===== config.mk =====
export PLATFORM = sky130hd
export DESIGN_NAME = mac_array
export DESIGN_NICKNAME = d
export VERILOG_FILES = /design/src/rtl/mac_pkg.sv /design/src/rtl/mac_adder_tree.sv /design/src/rtl/mac_array.sv
export SDC_FILE = /design/constraint.sdc
export NUM_CORES = 1
export LEC_CHECK = 0
export CAP_MARGIN = 20
export CORE_ASPECT_RATIO = 1.4
export CORE_MARGIN = 8
export CORE_UTILIZATION = 65
export CTS_BUF_LIST = sky130_fd_sc_hd__clkbuf_4 sky130_fd_sc_hd__clkbuf_8
export DETAILED_ROUTE_END_ITERATION = 12
export HOLD_SLACK_MARGIN = 0.1
export PLACE_DENSITY = 0.89
export SLEW_MARGIN = 10
export SYNTH_ARGS = -nofsm -noshare
export SYNTH_HDL_FRONTEND = slang
export SYNTH_SLANG_ARGS = --single-unit

===== constraint.sdc =====
create_clock -name clk -period 10.05 [get_ports clk]
set_clock_uncertainty 0.2 [all_clocks]
set_input_delay 1.5075 -clock clk [delete_from_list [all_inputs] [get_ports clk]]
set_output_delay 1.5075 -clock clk [all_outputs]
set_load 0.01 [all_outputs]

===== src/rtl/mac_pkg.sv =====
// Shared widths and arithmetic helpers for the multi-lane MAC datapath.
// Saturation and rounding work on a 64-bit carrier; callers truncate to their own width.
package mac_pkg;

    localparam int DEF_LANES      = 4;
    localparam int DEF_DATA_WIDTH = 8;
    localparam int PROD_WIDTH     = 2 * DEF_DATA_WIDTH;
    localparam int TREE_WIDTH     = PROD_WIDTH + $clog2(DEF_LANES);

    function automatic int prod_width(input int data_width);
        return 2 * data_width;
    endfunction

    function automatic int tree_width(input int data_width, input int lanes);
        return 2 * data_width + $clog2(lanes);
    endfunction

    function automatic logic signed [63:0] sat_to(input logic signed [63:0] x, input int width);
        logic signed [63:0] hi;
        logic signed [63:0] lo;
        hi = (64'sd1 <<< (width - 1)) - 64'sd1;
        lo = -hi - 64'sd1;
        if (x > hi) begin
            return hi;
        end else if (x < lo) begin
            return lo;
        end
        return x;
    endfunction

    // Arithmetic right shift with round-half-up.
    function automatic logic signed [63:0] round_shift(input logic signed [63:0] x, input int sh);
        logic signed [63:0] t;
        t = x;
        if (sh > 0) begin
            t = t + (64'sd1 <<< (sh - 1));
        end
        return t >>> sh;
    endfunction

endpackage


===== src/rtl/mac_adder_tree.sv =====
// Combinational pairwise reduction of N signed inputs; every node carries the
// full output width so the sum is exact.
module mac_adder_tree
    import mac_pkg::*;
#(
    parameter int N     = DEF_LANES,
    parameter int IN_W  = PROD_WIDTH,
    parameter int OUT_W = TREE_WIDTH
) (
    input  logic [N*IN_W-1:0] in_vec,
    output logic [OUT_W-1:0]  sum
);

    localparam int LVLS = $clog2(N);

    for (genvar l = 0; l <= LVLS; l++) begin : g_lvl
        logic signed [OUT_W-1:0] v [N >> l];
        for (genvar j = 0; j < (N >> l); j++) begin : g_n
            if (l == 0) begin : g_leaf
                assign v[j] = OUT_W'($signed(in_vec[j*IN_W +: IN_W]));
            end else begin : g_add
                assign v[j] = g_lvl[l-1].v[2*j] + g_lvl[l-1].v[2*j+1];
            end
        end
    end

    assign sum = g_lvl[LVLS].v[0];

endmodule


===== src/rtl/mac_array.sv =====
// Multi-lane signed MAC: multiply, registered adder tree, saturating accumulate,
// requantise, and a single-entry output register behind a valid/ready handshake.
module mac_array
    import mac_pkg::*;
#(
    parameter int LANES       = DEF_LANES,
    parameter int DATA_WIDTH  = DEF_DATA_WIDTH,
    parameter int ACC_WIDTH   = 32,
    parameter int SHIFT_WIDTH = 5
) (
    input  logic                        clk,
    input  logic                        rst,
    input  logic                        in_valid,
    output logic                        in_ready,
    input  logic [LANES*DATA_WIDTH-1:0] a_vec,
    input  logic [LANES*DATA_WIDTH-1:0] b_vec,
    input  logic                        first,
    input  logic                        last,
    input  logic [SHIFT_WIDTH-1:0]      shift,
    input  logic                        relu_en,
    output logic                        out_valid,
    input  logic                        out_ready,
    output logic [ACC_WIDTH-1:0]        acc_out,
    output logic [DATA_WIDTH-1:0]       q_out,
    output logic                        sat
);

    localparam int PW = prod_width(DATA_WIDTH);
    localparam int TW = tree_width(DATA_WIDTH, LANES);

    logic stall;
    logic advance;

    logic                        vld_p1_q, vld_p1_d, first_p1_q, first_p1_d, last_p1_q, last_p1_d;
    logic [LANES*PW-1:0]         prod_p1_q, prod_p1_d;
    logic                        vld_p2_q, vld_p2_d, first_p2_q, first_p2_d, last_p2_q, last_p2_d;
    logic signed [TW-1:0]        sum_p2_q, sum_p2_d;
    logic [TW-1:0]               tree_sum;

    logic signed [ACC_WIDTH-1:0]  acc_q, acc_d;
    logic                         sat_acc_q, sat_acc_d;
    logic                         out_valid_q, out_valid_d;
    logic signed [ACC_WIDTH-1:0]  acc_out_q, acc_out_d;
    logic signed [DATA_WIDTH-1:0] q_out_q, q_out_d;
    logic                         sat_q, sat_d;

    logic signed [ACC_WIDTH-1:0] base;
    logic signed [ACC_WIDTH-1:0] acc_next;
    logic signed [63:0]          wide;
    logic signed [63:0]          acc_next_w;
    logic signed [63:0]          r_w;
    logic signed [63:0]          q_w;
    logic                        clamp;

    // The whole pipeline freezes only while a finished result waits for its consumer.
    assign stall    = out_valid_q && !out_ready;
    assign advance  = !stall;
    assign in_ready = advance;

    // S1: lane products
    always_comb begin
        logic signed [PW-1:0] ax;
        logic signed [PW-1:0] bx;
        ax         = '0;
        bx         = '0;
        vld_p1_d   = vld_p1_q;
        first_p1_d = first_p1_q;
        last_p1_d  = last_p1_q;
        prod_p1_d  = prod_p1_q;
        if (advance) begin
            vld_p1_d   = in_valid;
            first_p1_d = first;
            last_p1_d  = last;
            for (int i = 0; i < LANES; i++) begin
                ax = PW'($signed(a_vec[i*DATA_WIDTH +: DATA_WIDTH]));
                bx = PW'($signed(b_vec[i*DATA_WIDTH +: DATA_WIDTH]));
                prod_p1_d[i*PW +: PW] = ax * bx;
            end
        end
    end

    // S2: adder tree
    mac_adder_tree #(
        .N    (LANES),
        .IN_W (PW),
        .OUT_W(TW)
    ) u_tree (
        .in_vec(prod_p1_q),
        .sum   (tree_sum)
    );

    always_comb begin
        vld_p2_d   = vld_p2_q;
        first_p2_d = first_p2_q;
        last_p2_d  = last_p2_q;
        sum_p2_d   = sum_p2_q;
        if (advance) begin
            vld_p2_d   = vld_p1_q;
            first_p2_d = first_p1_q;
            last_p2_d  = last_p1_q;
            sum_p2_d   = $signed(tree_sum);
        end
    end

    // S3: accumulate, requantise, load output register
    always_comb begin
        base       = first_p2_q ? '0 : acc_q;
        wide       = 64'(base) + 64'(sum_p2_q);
        acc_next_w = sat_to(wide, ACC_WIDTH);
        clamp      = (acc_next_w != wide);
        acc_next   = ACC_WIDTH'(acc_next_w);
        r_w        = (relu_en && acc_next < 0) ? 64'sd0 : 64'(acc_next);
        q_w        = sat_to(round_shift(r_w, int'(shift)), DATA_WIDTH);

        acc_d       = acc_q;
        sat_acc_d   = sat_acc_q;
        out_valid_d = out_valid_q;
        acc_out_d   = acc_out_q;
        q_out_d     = q_out_q;
        sat_d       = sat_q;
        if (advance) begin
            out_valid_d = 1'b0;
            if (vld_p2_q) begin
                acc_d     = acc_next;
                sat_acc_d = first_p2_q ? clamp : (sat_acc_q | clamp);
                if (last_p2_q) begin
                    out_valid_d = 1'b1;
                    acc_out_d   = acc_next;
                    q_out_d     = DATA_WIDTH'(q_w);
                    sat_d       = sat_acc_d;
                end
            end
        end
    end

    always_ff @(posedge clk) begin
        if (rst) begin
            vld_p1_q    <= 1'b0;
            first_p1_q  <= 1'b0;
            last_p1_q   <= 1'b0;
            vld_p2_q    <= 1'b0;
            first_p2_q  <= 1'b0;
            last_p2_q   <= 1'b0;
            acc_q       <= '0;
            sat_acc_q   <= 1'b0;
            out_valid_q <= 1'b0;
            acc_out_q   <= '0;
            q_out_q     <= '0;
            sat_q       <= 1'b0;
        end else begin
            vld_p1_q    <= vld_p1_d;
            first_p1_q  <= first_p1_d;
            last_p1_q   <= last_p1_d;
            vld_p2_q    <= vld_p2_d;
            first_p2_q  <= first_p2_d;
            last_p2_q   <= last_p2_d;
            acc_q       <= acc_d;
            sat_acc_q   <= sat_acc_d;
            out_valid_q <= out_valid_d;
            acc_out_q   <= acc_out_d;
            q_out_q     <= q_out_d;
            sat_q       <= sat_d;
        end
    end

    always_ff @(posedge clk) begin
        prod_p1_q <= prod_p1_d;
        sum_p2_q  <= sum_p2_d;
    end

    assign out_valid = out_valid_q;
    assign acc_out   = acc_out_q;
    assign q_out     = q_out_q;
    assign sat       = sat_q;

endmodule


==> flow_summary_export.csv <==
group,metric,value,unit
status,status,"finished, final reports clean",
global_route,grt_pass1_vias,28200,
timing,slew_viol_final,0,
critical_path,cpMaxStageDelayCell,"a2111oi_0",
clock_tree,cts_root_buf,"clkbuf_8",
synth,syn-num-nets,3715,
timing,fin_setup_tns,0,ns
job,cap_violations,0,
synth,syn_inst,3181,
route,postRouteAntennaNets,0,
critical_path,path_max_fanout,16,
global_route,grt_pass1_wl,162000,um
clock_tree,cts_tree,"yes",
global_route,grt_max_degree,83,
critical_path,max_stage_delay,0.60,ns
die,initial_core_util,0.659,
placement,place.gp.congestion,1.12,
route,drt_first_pass_iters,6,
route,routed_via_density,7.11,
power,ir_worst_vdd,0.308,mV
finish,areaGrowthSynthToFinish,8.90,%
finish,num-fill-cells,2705,
critical_path,r2r_slack,0.43,ns
route,wl_per_cell,28.2,um
synth,yosys.area.top_type,"fa_1",
placement,hpwl,78100,um
critical_path,r2r_end,"q_out[1]",
worst_hold_path,whs_path_depth,2,
synth,synth_cell_type_count,107,
power,leakage,12.5,nW
synth,yosys_warnings,0,
die,die-area,46700,um^2
finish,layout_commonest_cell,"nand2_1",
clock_tree,clkTransAtPathRegs,0.13,ns
worst_hold_path,hold_class,"reg -> reg",
global_route,grt_usage,0.457,
finish,drive_gt1_frac,0.0624,
die,die_w,185,um
critical_path,cp-end-kind,"flop",
clock_tree,cts_buffer_depth,2,
timing,tightest_slew,1.12,ns
route,routed_wl,107000,um
route,drt_iter0_markers,3325,
global_route,antenna_found_initial,2,
finish,nNetsFinal,3804,
die,rows,86,
route,vias,27100,
critical_path,r2r-start,"first_p2_q",
critical_path,critical_path_class,"reg -> reg",
clock_tree,clock_latency,0.55,ns
route,drc,0,
timing,max_freq,0.104,GHz
clock_tree,cts_buffers,17,
worst_hold_path,min-delay-start,"acc_out[13]",
timing,rsz0062_at_grt,"no",
synth,synthArstFlopShare,0,
synth,synth-seq-area-share,0.157,
synth,ys_seq_elements,163,
critical_path,worstRegToRegCells,30,
timing,relSlewSlack,0.245,
finish,post-route-util,0.718,
power,power.density,315,nW/um^2
timing,hold_viol,0,
die,design.portCount,119,
timing,min_period_over_period,0.958,
critical_path,worst_ep_arrival_time,9.81,ns
critical_path,cpMostUsedCell,"buf_4",
synth,syn-cell-area,26000,um^2
synth,synth_top_area_frac,0.173,
global_route,grt_overflow_total,0,
clock_tree,cts.sink_count,163,
synth,ys_top_cells_by_area,"fa_1 (17%), ha_1 (11%), edfxtp_1 (9.5%)",
critical_path,critPathLaunchType,"flop",
synth,synth.avg_cell_area,8.16,um^2
critical_path,crit_required,10.24,ns
clock_tree,clock_tree.htree_level_count,4,
timing,fin_crit,9.62,ns
worst_hold_path,whs_endpoint,"acc_out[13]",
finish,layout_common_cells,"nand2_1 (339), inv_1 (319), a21oi_1 (279)",
die,fp.coreArea,39400,um^2
timing,setup_viol,0,
die,die_h,253,um
placement,port_buffers,118,
synth,synthFlopType,"edfxtp_1",
synth,synth-edff-count,82,
-- routing by layer --
layer	share of wire	GRT usage	vias to the layer above
li1	-	-	11300
met4	0.12	0.456	4
met2	0.48	0.775	2279
met5	0.00022	0	-
met3	0.099	0.114	913
met1	0.30	0.439	12700
-- power breakdown --
group	switching, mW	internal (mW)	leakage (nW)
clock	0.328	0.182	0.197
sequential	0.0986	1.14	1.53
combinational	4.58	2.57	10.8
-- worst max-delay path, delay by kind of cell, from the launching register on --
family          cells  cell delay, ns
compound gates     13            3.74
fa+ha+maj           2            0.88
mux                 1            0.29
simple gates       10            2.79
flops               1            0.56
xor+xnor            1            0.18
buf+inv             3            0.82
-- metrics by stage --
step / instance area (um^2) / hold slack (ns) / total power [mW] / worst slack (ns) / instances
2_1_floorplan: 26000 / 0.232 / 5.68 / 1.62 / 3181
3_3_place_gp: 27900 / 0.239 / 7.06 / 0.615 / 3779
3_5_place_dp: 27900 / 0.246 / 7.58 / 0.612 / 3779
4_1_cts: 28300 / 0.263 / 8.34 / 0.587 / 3811
5_1_grt: 28300 / 0.287 / 9.26 / 0.0590 / 3811
6_report: 28300 / 0.263 / 8.90 / 0.426 / 3813
-- layout make-up --
class / count / area (um^2) / area share
sequential: 163 / 4090 / 0.144
multi-input combinational: 2558 / 20100 / 0.712
clock buffer: 17 / 234 / 0.00827
clock inverter: 15 / 138 / 0.00487
inverter: 325 / 1220 / 0.0432
timing repair buffer: 205 / 1810 / 0.0641
antenna: 2 / 5.00 / 0.000177
tap: 528 / 661 / 0.0234
-- cells by family after synthesis --
kind of cell	share of synthesized area
AOI/OAI and AO/OA	0.225
xor gates and xnor gates	0.0486
adders and majority gates	0.286
buffers and inverters	0.0688
DFF	0.157
muxes	0.0157
and+or+nand+nor	0.198
-- worst max path at each step --
stage,from,end,slack [ns],depth (start not counted)
2_1_floorplan,shift[2],q_out[1],1.62,28
3_3_place_gp,first_p2_q,q_out[1],0.61,32
3_5_place_dp,first_p2_q,q_out[1],0.61,32
4_1_cts,first_p2_q,q_out[1],0.59,32
5_1_grt,first_p2_q,q_out[1],0.06,32
6_report,first_p2_q,q_out[1],0.43,30
-- synthesized netlist by cell type, types with 13 or more instances --
library cell  number
a211o_1           13
a31oi_1           15
a21oi_1          279
dfxtp_1           81
xor2_1            32
ha_1             233
xnor2_1          112
nor2b_1           50
clkbuf_1          99
nand2_1          339
fa_1             225
nand2b_1          50
and3_1            13
inv_1            320
nor3_1            56
buf_1             16
o211ai_1          39
a211oi_1          54
edfxtp_1          82
and2_1           162
nand4_1           24
o22ai_1           16
o221ai_1          13
nand3_1           57
a21o_1            39
o21ai_0          121
nor2_1           249
o31ai_1           17
mux2i_1           20
o21a_1            21
or3_1             14
o21bai_1          54
-- state kept, by name, indices dropped and copies added (netlist names) --
signal      cells
prod_p1_q      64
acc_out        32
acc_q          32
sum_p2_q       18
q_out           8
first_p1_q      1
first_p2_q      1
last_p1_q       1
last_p2_q       1
out_valid       1
sat             1
sat_acc_q       1
vld_p1_q        1
vld_p2_q        1
-- repair_timing --
item | CTS | global route
hold buffers | 0 | 0
resized for setup | 0 | 2
setup buffers | 0 | 0
setup endpoints to repair | 0 | 7
Power figures use the tool's default switching activity.
